## src/rtl/sid_bus_master.sv

```systemverilog
// rtl/sid_bus_master.sv - SID register bus initiator with PHI2-delayed request FIFO
// Optional read path: define SID_BUS_MASTER_READ_EN.
package sid;
  localparam int PHI1 = 0;
  localparam int PHI2 = 1;
  typedef logic [1:0] phase_t;
endpackage

module sid_bus_master #(
  parameter int DEPTH   = 4,
  parameter int DELAY_W = 16
) (
  input  logic                       clk,
  input  logic                       res_n,
  input  sid::phase_t                phase,
  input  logic                       req_valid,
  output logic                       req_ready,
  input  logic                       req_we,
  input  logic [4:0]                 req_addr,
  input  logic [7:0]                 req_data,
  input  logic [DELAY_W-1:0]         req_delay,
  output logic                       rsp_valid,
  output logic [7:0]                 rsp_data,
  output logic                       bus_cs,
  output logic                       bus_we,
  output logic                       bus_oe,
  output logic [4:0]                 bus_addr,
  output logic [7:0]                 bus_data,
  input  logic [7:0]                 bus_rdata,
  output logic                       busy,
  output logic [$clog2(DEPTH+1)-1:0] level
);
  localparam int LW = $clog2(DEPTH + 1);
  localparam int PW = $clog2(DEPTH);

  typedef struct packed {
    logic               we;
    logic [4:0]         addr;
    logic [7:0]         data;
    logic [DELAY_W-1:0] delay;
  } req_t;

  typedef enum logic [1:0] {IDLE, WAIT, ACTIVE, HOLD} state_t;

  req_t               mem [DEPTH];
  req_t               head;
  logic [PW-1:0]      wr_ptr, rd_ptr;
  state_t             state;
  logic               w_we;
  logic [4:0]         w_addr;
  logic [7:0]         w_data;
  logic [DELAY_W-1:0] cnt;
  logic               phi2, push, pop, launch;
  logic               l_we;
  logic [4:0]         l_addr;
  logic [7:0]         l_data;
  logic               unused_inputs;

  assign phi2      = phase[sid::PHI2];
  assign req_ready = (level != LW'(DEPTH));
  assign push      = req_valid && req_ready;
  assign pop       = (state == IDLE) && (level != '0);
  assign head      = mem[rd_ptr];
  assign busy      = (level != '0) || (state != IDLE);

  // Bus outputs are loaded on the edge that enters ACTIVE, so every PHI2 edge
  // seen in ACTIVE already has stable cs/addr/data across it.
  assign launch = (pop && head.delay == '0) ||
                  (state == WAIT && phi2 && cnt == DELAY_W'(1));
  assign l_we   = (state == IDLE) ? head.we   : w_we;
  assign l_addr = (state == IDLE) ? head.addr : w_addr;
  assign l_data = (state == IDLE) ? head.data : w_data;

  always_ff @(posedge clk) begin
    if (push) mem[wr_ptr] <= '{we: req_we, addr: req_addr, data: req_data, delay: req_delay};
  end

  always_ff @(posedge clk or negedge res_n) begin
    if (!res_n) begin
      wr_ptr <= '0;
      rd_ptr <= '0;
      level  <= '0;
    end else begin
      if (push) wr_ptr <= wr_ptr + PW'(1);
      if (pop)  rd_ptr <= rd_ptr + PW'(1);
      if (push && !pop)      level <= level + LW'(1);
      else if (pop && !push) level <= level - LW'(1);
    end
  end

  always_ff @(posedge clk or negedge res_n) begin
    if (!res_n) begin
      state    <= IDLE;
      cnt      <= '0;
      w_we     <= 1'b0;
      w_addr   <= '0;
      w_data   <= '0;
      bus_cs   <= 1'b0;
      bus_we   <= 1'b0;
      bus_addr <= '0;
      bus_data <= '0;
`ifdef SID_BUS_MASTER_READ_EN
      bus_oe    <= 1'b0;
      rsp_valid <= 1'b0;
      rsp_data  <= '0;
`endif
    end else begin
`ifdef SID_BUS_MASTER_READ_EN
      rsp_valid <= 1'b0;
`endif
      if (pop) begin
        w_we   <= head.we;
        w_addr <= head.addr;
        w_data <= head.data;
        cnt    <= head.delay;
      end
      if (launch) begin
`ifdef SID_BUS_MASTER_READ_EN
        state    <= ACTIVE;
        bus_cs   <= 1'b1;
        bus_we   <= l_we;
        bus_oe   <= !l_we;
        bus_addr <= l_addr;
        if (l_we) bus_data <= l_data;
`else
        // Reads still consume their delay but never reach the bus.
        if (l_we) begin
          state    <= ACTIVE;
          bus_cs   <= 1'b1;
          bus_we   <= 1'b1;
          bus_addr <= l_addr;
          bus_data <= l_data;
        end else begin
          state <= IDLE;
        end
`endif
      end else begin
        case (state)
          IDLE:   if (pop) state <= WAIT;
          WAIT:   if (phi2) cnt <= cnt - DELAY_W'(1);
          ACTIVE: if (phi2) state <= HOLD;
          HOLD: begin
            state  <= IDLE;
            bus_cs <= 1'b0;
            bus_we <= 1'b0;
`ifdef SID_BUS_MASTER_READ_EN
            bus_oe <= 1'b0;
            if (!w_we) begin
              rsp_valid <= 1'b1;
              rsp_data  <= bus_rdata;
            end
`endif
          end
          default: state <= IDLE;
        endcase
      end
    end
  end

`ifdef SID_BUS_MASTER_READ_EN
  assign unused_inputs = phase[sid::PHI1];
`else
  assign bus_oe        = 1'b0;
  assign rsp_valid     = 1'b0;
  assign rsp_data      = '0;
  assign unused_inputs = ^{phase[sid::PHI1], bus_rdata};
`endif

endmodule

```

## config.mk

```make
export PLATFORM = sky130hd
export DESIGN_NAME = sid_bus_master
export DESIGN_NICKNAME = d
export VERILOG_FILES = /design/src/rtl/sid_bus_master.sv
export SDC_FILE = /design/constraint.sdc
export NUM_CORES = 1
export LEC_CHECK = 0
export ABC_AREA = 1
export BUFFER_PORTS_ARGS = -buffer_cell sky130_fd_sc_hd__buf_2
export CAP_MARGIN = 15
export CORE_AREA = 3 3 130 132
export DETAILED_ROUTE_END_ITERATION = 8
export DIE_AREA = 0 0 133 135
export PLACE_DENSITY_LB_ADDON = 0.05
export SLEW_MARGIN = 10
export SYNTH_ARGS = -nofsm -noshare
export SYNTH_HDL_FRONTEND = slang
export SYNTH_SLANG_ARGS = --single-unit
```

## constraint.sdc

```tcl
create_clock -name clk -period 7.45 [get_ports clk]
set_clock_uncertainty 0.15 [all_clocks]
set_input_delay 0.745 -clock clk [delete_from_list [all_inputs] [get_ports clk]]
set_output_delay 0.745 -clock clk [all_outputs]
set_load 0.05 [all_outputs]
```

==> metrics.txt, run 1 <==
DIE HEIGHT 135 um; full die area 18,000 sq um; CTS tree yes; register area 4930 sq um; number of vias in the routed layout 5,387; Synth Flop Type edfxtp_1; Slew HR 0.445; Total GRT Usage 0.191; design area 8790 sq um; DP Wirelength slightly above 10,000 um; Synth top area share 0.459; CP endpoint kind flip-flop; largest net degree at the start of global routing 63; area delta synth->final 12.1%; Layout fillers roughly 1,400; Chip Width 133 um; cell at the slowest stage of the critical path inv_1; worst hold path type input pin to async pin; synth warn 0; DR DRC count 0; CP Class flip-flop to flip-flop; largest fanout on the critical path 45; Detail Route Antenna Nets 0; footprint of the multi-input gates 2530 sq um; minimum clock period 3.15 ns; setup tns final 0 ns; Pwr Density 401 nW/um^2; fmax 317 MHz; async set-reset flop share out of synthesis 0.306; Worst Path Required about 7.6 ns; Iter 0 DRT Violations 411; CP Launch Type flip-flop; synthesized area between 7000 and 8000 sq um; register area share after synthesis 0.628; synthesized instance count ~780; PostCTS Resize Cnt 0; share of cells above drive strength 1 0.129; vias in the first global route 5,102; hold_buf cts 0; Cell Rows 46; Max IR drop VDD 215 uV; RePlAce Congestion 0.846; fin nets 873; placed inst area between 8000 and 9000 sq um; clk buf depth 2; Routed WL 16,300 um; number of flops mapped to enable cells by yosys 120; Avg Vias per Cell between 5 and 6; Distinct cells, synth 31; global route overflow 0; most frequent CP cell nand2_1; register clock-pin slew on the reported worst setup and hold paths 0.07 ns; # setup viols final 0; final hold viol count 0; Initial Util 0.496; critical path arrival 3.32 ns; CP cell instances nor2_1, nand2_2, inv_1, nand2_1, inv_1, nand2_1, o21bai_4, nand2_4, nand2_1, nand2_1; largest stage delay on the critical path ~0.6 ns; DR pass1 iterations 5; clock root cell clkbuf_16; wire per inst between 15 and 20 um; Max Cap Viol 0; Synth area leaders edfxtp_1 (46%), dfrtp_1 (17%), nand2_1 (13%); CORE AREA about 16,000 sq um; CTS sink count 173; Leak 3.70 nW; fin crit share 0.423; I/O pin cnt 73; # port buffers 53; count leader, synth nand2_1; H-Tree Level Count 4; first-pass GRT wire length between 20,000 and 30,000 um; Syn Area/Cell 10.0 sq um; Worst path top cell family by delay simple AND/OR/NAND/NOR gates; Antenna diodes 0; RSZ-0062 raised after global routing no; Least-Margin Pin Slew 0.832 ns; Max Slew Vio Count 0; number of register bits inferred by synthesis 173; largest area contributor in the netlist edfxtp_1; Num CTS Buffers 17; initial antenna violation count 1; post-CTS setup buffer count 0; leading cell types by count after synthesis nand2_1 (272), edfxtp_1 (120), nor2_1 (61), o21ai_0 (55), dfrtp_1 (53); CP bufs+invs 2; worst-skew pair later-pin latency around 0.43 ns; status finished clean
layout make-up:
class / count / share of cell area
Sequential cell: 173 / 0.561
Tap cell: 216 / 0.0307
Clock buffer: 17 / 0.0484
Inverter: 32 / 0.0139
Timing Repair Buffer: 59 / 0.0353
Clock inverter: 14 / 0.0226
Multi-Input combinational cell: 539 / 0.288
layout by cell type, fill, tap and decap left out, types with 10 or more instances in the layout:
| cell | instances |
|---|---|
| nand2_1 | 272 |
| edfxtp_1 | 120 |
| nor2_1 | 57 |
| o21ai_0 | 55 |
| buf_2 | 53 |
| nand3_1 | 52 |
| dfrtp_1 | 52 |
| a21oi_1 | 30 |
| inv_1 | 29 |
| clkbuf_16 | 17 |
| a32o_1 | 14 |
| conb_1 | 10 |
registers in the layout, summed over array words and instances, names as in the netlist:
register / cells
w_data: 8
level: 3
w_we: 1
mem: 120
cnt: 16
rd_ptr: 2
wr_ptr: 2
w_addr: 5
bus_we: 1
bus_data: 8
state: 2
bus_addr: 5
final timing paths:
kind                              from  slack (ns)     endpoint  cells after the start
hold / removal                   res_n        0.27       cnt[5]                      2
hold reg to reg            bus_data[2]        0.32  bus_data[2]                      2
setup reg to reg              state[1]        4.30  bus_data[4]                     10
setup / recovery              state[1]        4.30  bus_data[4]                     10
min in group clk           bus_data[2]        0.32  bus_data[2]                      2
max in group asynchronous        res_n        6.38    rd_ptr[0]                      2
routing by layer:
layer  track usage  vias to the layer above  routed length, um
met1         0.275                     2571               7920
met4        0.0531                        2                158
li1              -                     2684                  -
met2         0.289                      114               7310
met5             0                        -                 13
met3        0.0488                       16                881
per-stage QoR:
| stage | worst slack (ns) | instances | total power, mW | util | hold slack (ns) |
|---|---|---|---|---|---|
| floorplan | 4.11 | 791 | 2.32 | - | 0.299 |
| global placement | 4.30 | 1019 | 2.58 | 0.516 | 0.303 |
| detailed placement | 4.25 | 1019 | 2.61 | 0.516 | 0.306 |
| CTS | 4.22 | 1050 | 3.56 | 0.555 | 0.297 |
| global route | 3.83 | 1050 | 3.77 | 0.555 | 0.345 |
| finish | 4.30 | 1050 | 3.53 | 0.555 | 0.275 |
cells by family (layout without fill, tap and decap cells):
family,Yosys count,in the layout,synth area share
xor+xnor,15,15,0.0167
flops,173,173,0.628
mux,3,3,0.00399
buf+inv,79,122,0.0542
compound gates,104,104,0.0785
fa+ha+maj,8,8,0.0137
other cells,1,10,0.000478
simple gates,399,399,0.204
power breakdown:
part	internal, mW	total (mW)	switching [mW]
logic	0.352	1.19	0.834
clock network	0.541	0.937	0.396
registers	1.28	1.40	0.124
total	2.17	3.53	1.35
Note: power is estimated with default switching activity, not from simulation.
==> run 2, diff against run 1 <==
==> constraint.sdc (replaced) <==
create_clock -name clk -period 2.75 [get_ports clk]
set_clock_uncertainty 0.15 [all_clocks]
set_input_delay 0.275 -clock clk [delete_from_list [all_inputs] [get_ports clk]]
set_output_delay 0.275 -clock clk [all_outputs]
set_load 0.05 [all_outputs]
==> run 2 against run 1 <==
Against the previous run:
- clock power grew to 2.6 times the previous value
- hold slack lost 0.073 ns
- first-iteration DRC count grew 16%
- global-route usage grew 1.0 points
- setup slack worse by 4.1 ns
- final cell count rose by 4.2%
- sequential cell count unchanged
- design area rose by 4.3%
- combinational power increased to 2.8 times the previous value
- via count is 4.4% higher
- die area did not move
==> metrics.txt, run 2 (synthesis results as in run 1) <==
worst hold path type input pin to async pin (unchanged); CP endpoint kind flip-flop (unchanged); Max Slew Vio Count 0 (unchanged); status finished clean (unchanged); global route overflow 0 (unchanged); Routed WL 17,100 um (was 16,300 um); minimum clock period 2.52 ns (was 3.15 ns); DR pass1 iterations 5 (unchanged); top flop regs mem: 120 flops, cnt: 16 flops (unchanged); initial antenna violation count 0 (was 1); met3 WL 772 um (was 881 um); Biggest register mem (unchanged); DR DRC count 0 (unchanged); largest fanout on the critical path 6 (was 45); RSZ-0062 raised after global routing no (unchanged); worst-skew pair later-pin latency 0.43 ns (about the same); Chip Width 133 um (unchanged); full die area 18,000 sq um (unchanged); max reg flops 120 (unchanged); most frequent cells in the layout nand2_1 (271), edfxtp_1 (120), nor2_1 (57) (was nand2_1 (272), edfxtp_1 (120), nor2_1 (57)); CORE AREA 15,800 sq um (unchanged); first-pass GRT wire length 28,200 um (was 26,400 um); Leak 3.87 nW (was 3.70 nW); RePlAce Congestion 0.853 (was 0.846); setup tns final 0 ns (unchanged); CTS tree yes (unchanged); post-CTS setup buffer count 0 (unchanged); Cell Rows 46 (unchanged); number of vias in the routed layout 5,625 (was 5,387); uppermost routed layer met4 (was met5); Initial Util 0.496 (unchanged); wire per inst 15.7 um (was 15.5 um); Pwr Density 1040 nW/um^2 (was 401 nW/um^2); Max IR drop VDD 777 uV (was 215 uV); Antenna diodes 0 (unchanged); CTS sink count 173 (unchanged); Slew HR 0.553 (was 0.445); clock root cell clkbuf_16 (unchanged); CP Launch Type flip-flop (unchanged); DP Wirelength 10,800 um (was 10,100 um); Layout fillers 1,318 (was 1,390); I/O pin cnt 73 (unchanged); CP Class flip-flop to flip-flop (unchanged); share of cells above drive strength 1 0.140 (was 0.129); Detail Route Antenna Nets 0 (unchanged); largest net degree at the start of global routing 45 (was 63); commonest non-fill, non-tap cell in the layout nand2_1 (unchanged); clk buf depth 2 (unchanged); Iter 0 DRT Violations 477 (was 411); Worst Path Required 2.91 ns (was 7.62 ns); Num CTS Buffers 17 (unchanged); Hold Slack 0.202 ns (was 0.275 ns); PostCTS Resize Cnt 0 (unchanged); # setup viols final 0 (unchanged); Least-Margin Pin Slew 0.670 ns (was 0.832 ns); met1 wire length 8150 um (was 7920 um); # port buffers 53 (unchanged); Cells after DPL 1,031 (was 1,019); fmax 396 MHz (was 317 MHz); critical path arrival 2.68 ns (was 3.32 ns); Max Cap Viol 0 (unchanged); Final Core Density 0.580 (was 0.555); register clock-pin slew on the reported worst setup and hold paths 0.07 ns (about the same); Avg Vias per Cell 5.14 (was 5.13); fin crit share 0.917 (was 0.423); area delta synth->final 16.9% (was 12.1%); Total Power 9.55 mW (was 3.53 mW); vias in the first global route 5,455 (was 5,102); H-Tree Level Count 4 (unchanged); final hold viol count 0 (unchanged); fin nets 916 (was 873); Total GRT Usage 0.201 (was 0.191); non-filler instance count after layout 1,094 (was 1,050); met2 wire length 8080 um (was 7310 um); DIE HEIGHT 135 um (unchanged)
## run 2: cell types whose count changed in the layout (fill, tap and decap cells not counted), sizes merged
cell and change:
clkbuf +1, clkinv +3, bufinv -2, dlygate4sd3 +31
inv -2, clkinvlp +1, buf +12
## run 2: power by group
group	internal (mW)	switching (mW)
clock	1.30	1.09
combinational	1.03	2.32
sequential	3.46	0.342
total	5.80	3.75
## run 2: worst max-delay path: stages, from the launching register on
cell	delay [ns]
dfrtp_2	0.44
nor2_1	0.24
nand2_2	0.08
nand2_1	0.32
inv_1	0.18
ha_1	0.23
inv_1	0.09
fa_1	0.41
mux2_2	0.26
## run 2: path summary, 6_finish.rpt
path                              from          end  slack, ns  depth (start not counted)
max reg2reg                   level[0]     level[1]       0.23                          8
max                           level[0]     level[1]       0.23                          8
min in group clk              phase[1]      cnt[10]       0.28                          6
min reg2reg                bus_addr[1]  bus_addr[1]       0.32                          2
max in group asynchronous        res_n     level[0]       1.59                          3
min                              res_n       cnt[5]       0.20                          2
## run 2: cell type report
type / count / area (sq um) / area share
Tap cell: 216 / 270 / 0.0295
Timing Repair Buffer: 102 / 711 / 0.0775
Clock buffer: 18 / 429 / 0.0468
Sequential cell: 173 / 4930 / 0.538
Clock inverter: 14 / 173 / 0.0188
Inverter: 32 / 123 / 0.0134
Multi-Input combinational cell: 539 / 2540 / 0.276
## run 2: timing repair
action,4_1_cts,5_1_grt
hold buffers,31,0
endpoints found under the setup margin,0,0
endpoints found under the hold margin,139,0
## run 2: metal layers
metal | up-vias | GRT usage
met2 | 132 | 0.318
li1 | 2776 | -
met3 | 12 | 0.0425
met1 | 2705 | 0.285
met5 | - | 0
met4 | 0 | 0.0543
## run 2: stage by stage
step / setup WS (ns) / instance area, sq um
2_1_floorplan: 0.0170 / 7890
3_3_place_gp: 0.305 / 8260
3_5_place_dp: 0.249 / 8260
4_1_cts: 0.240 / 9170
5_1_grt: 0.00837 / 9170
6_report: 0.227 / 9170
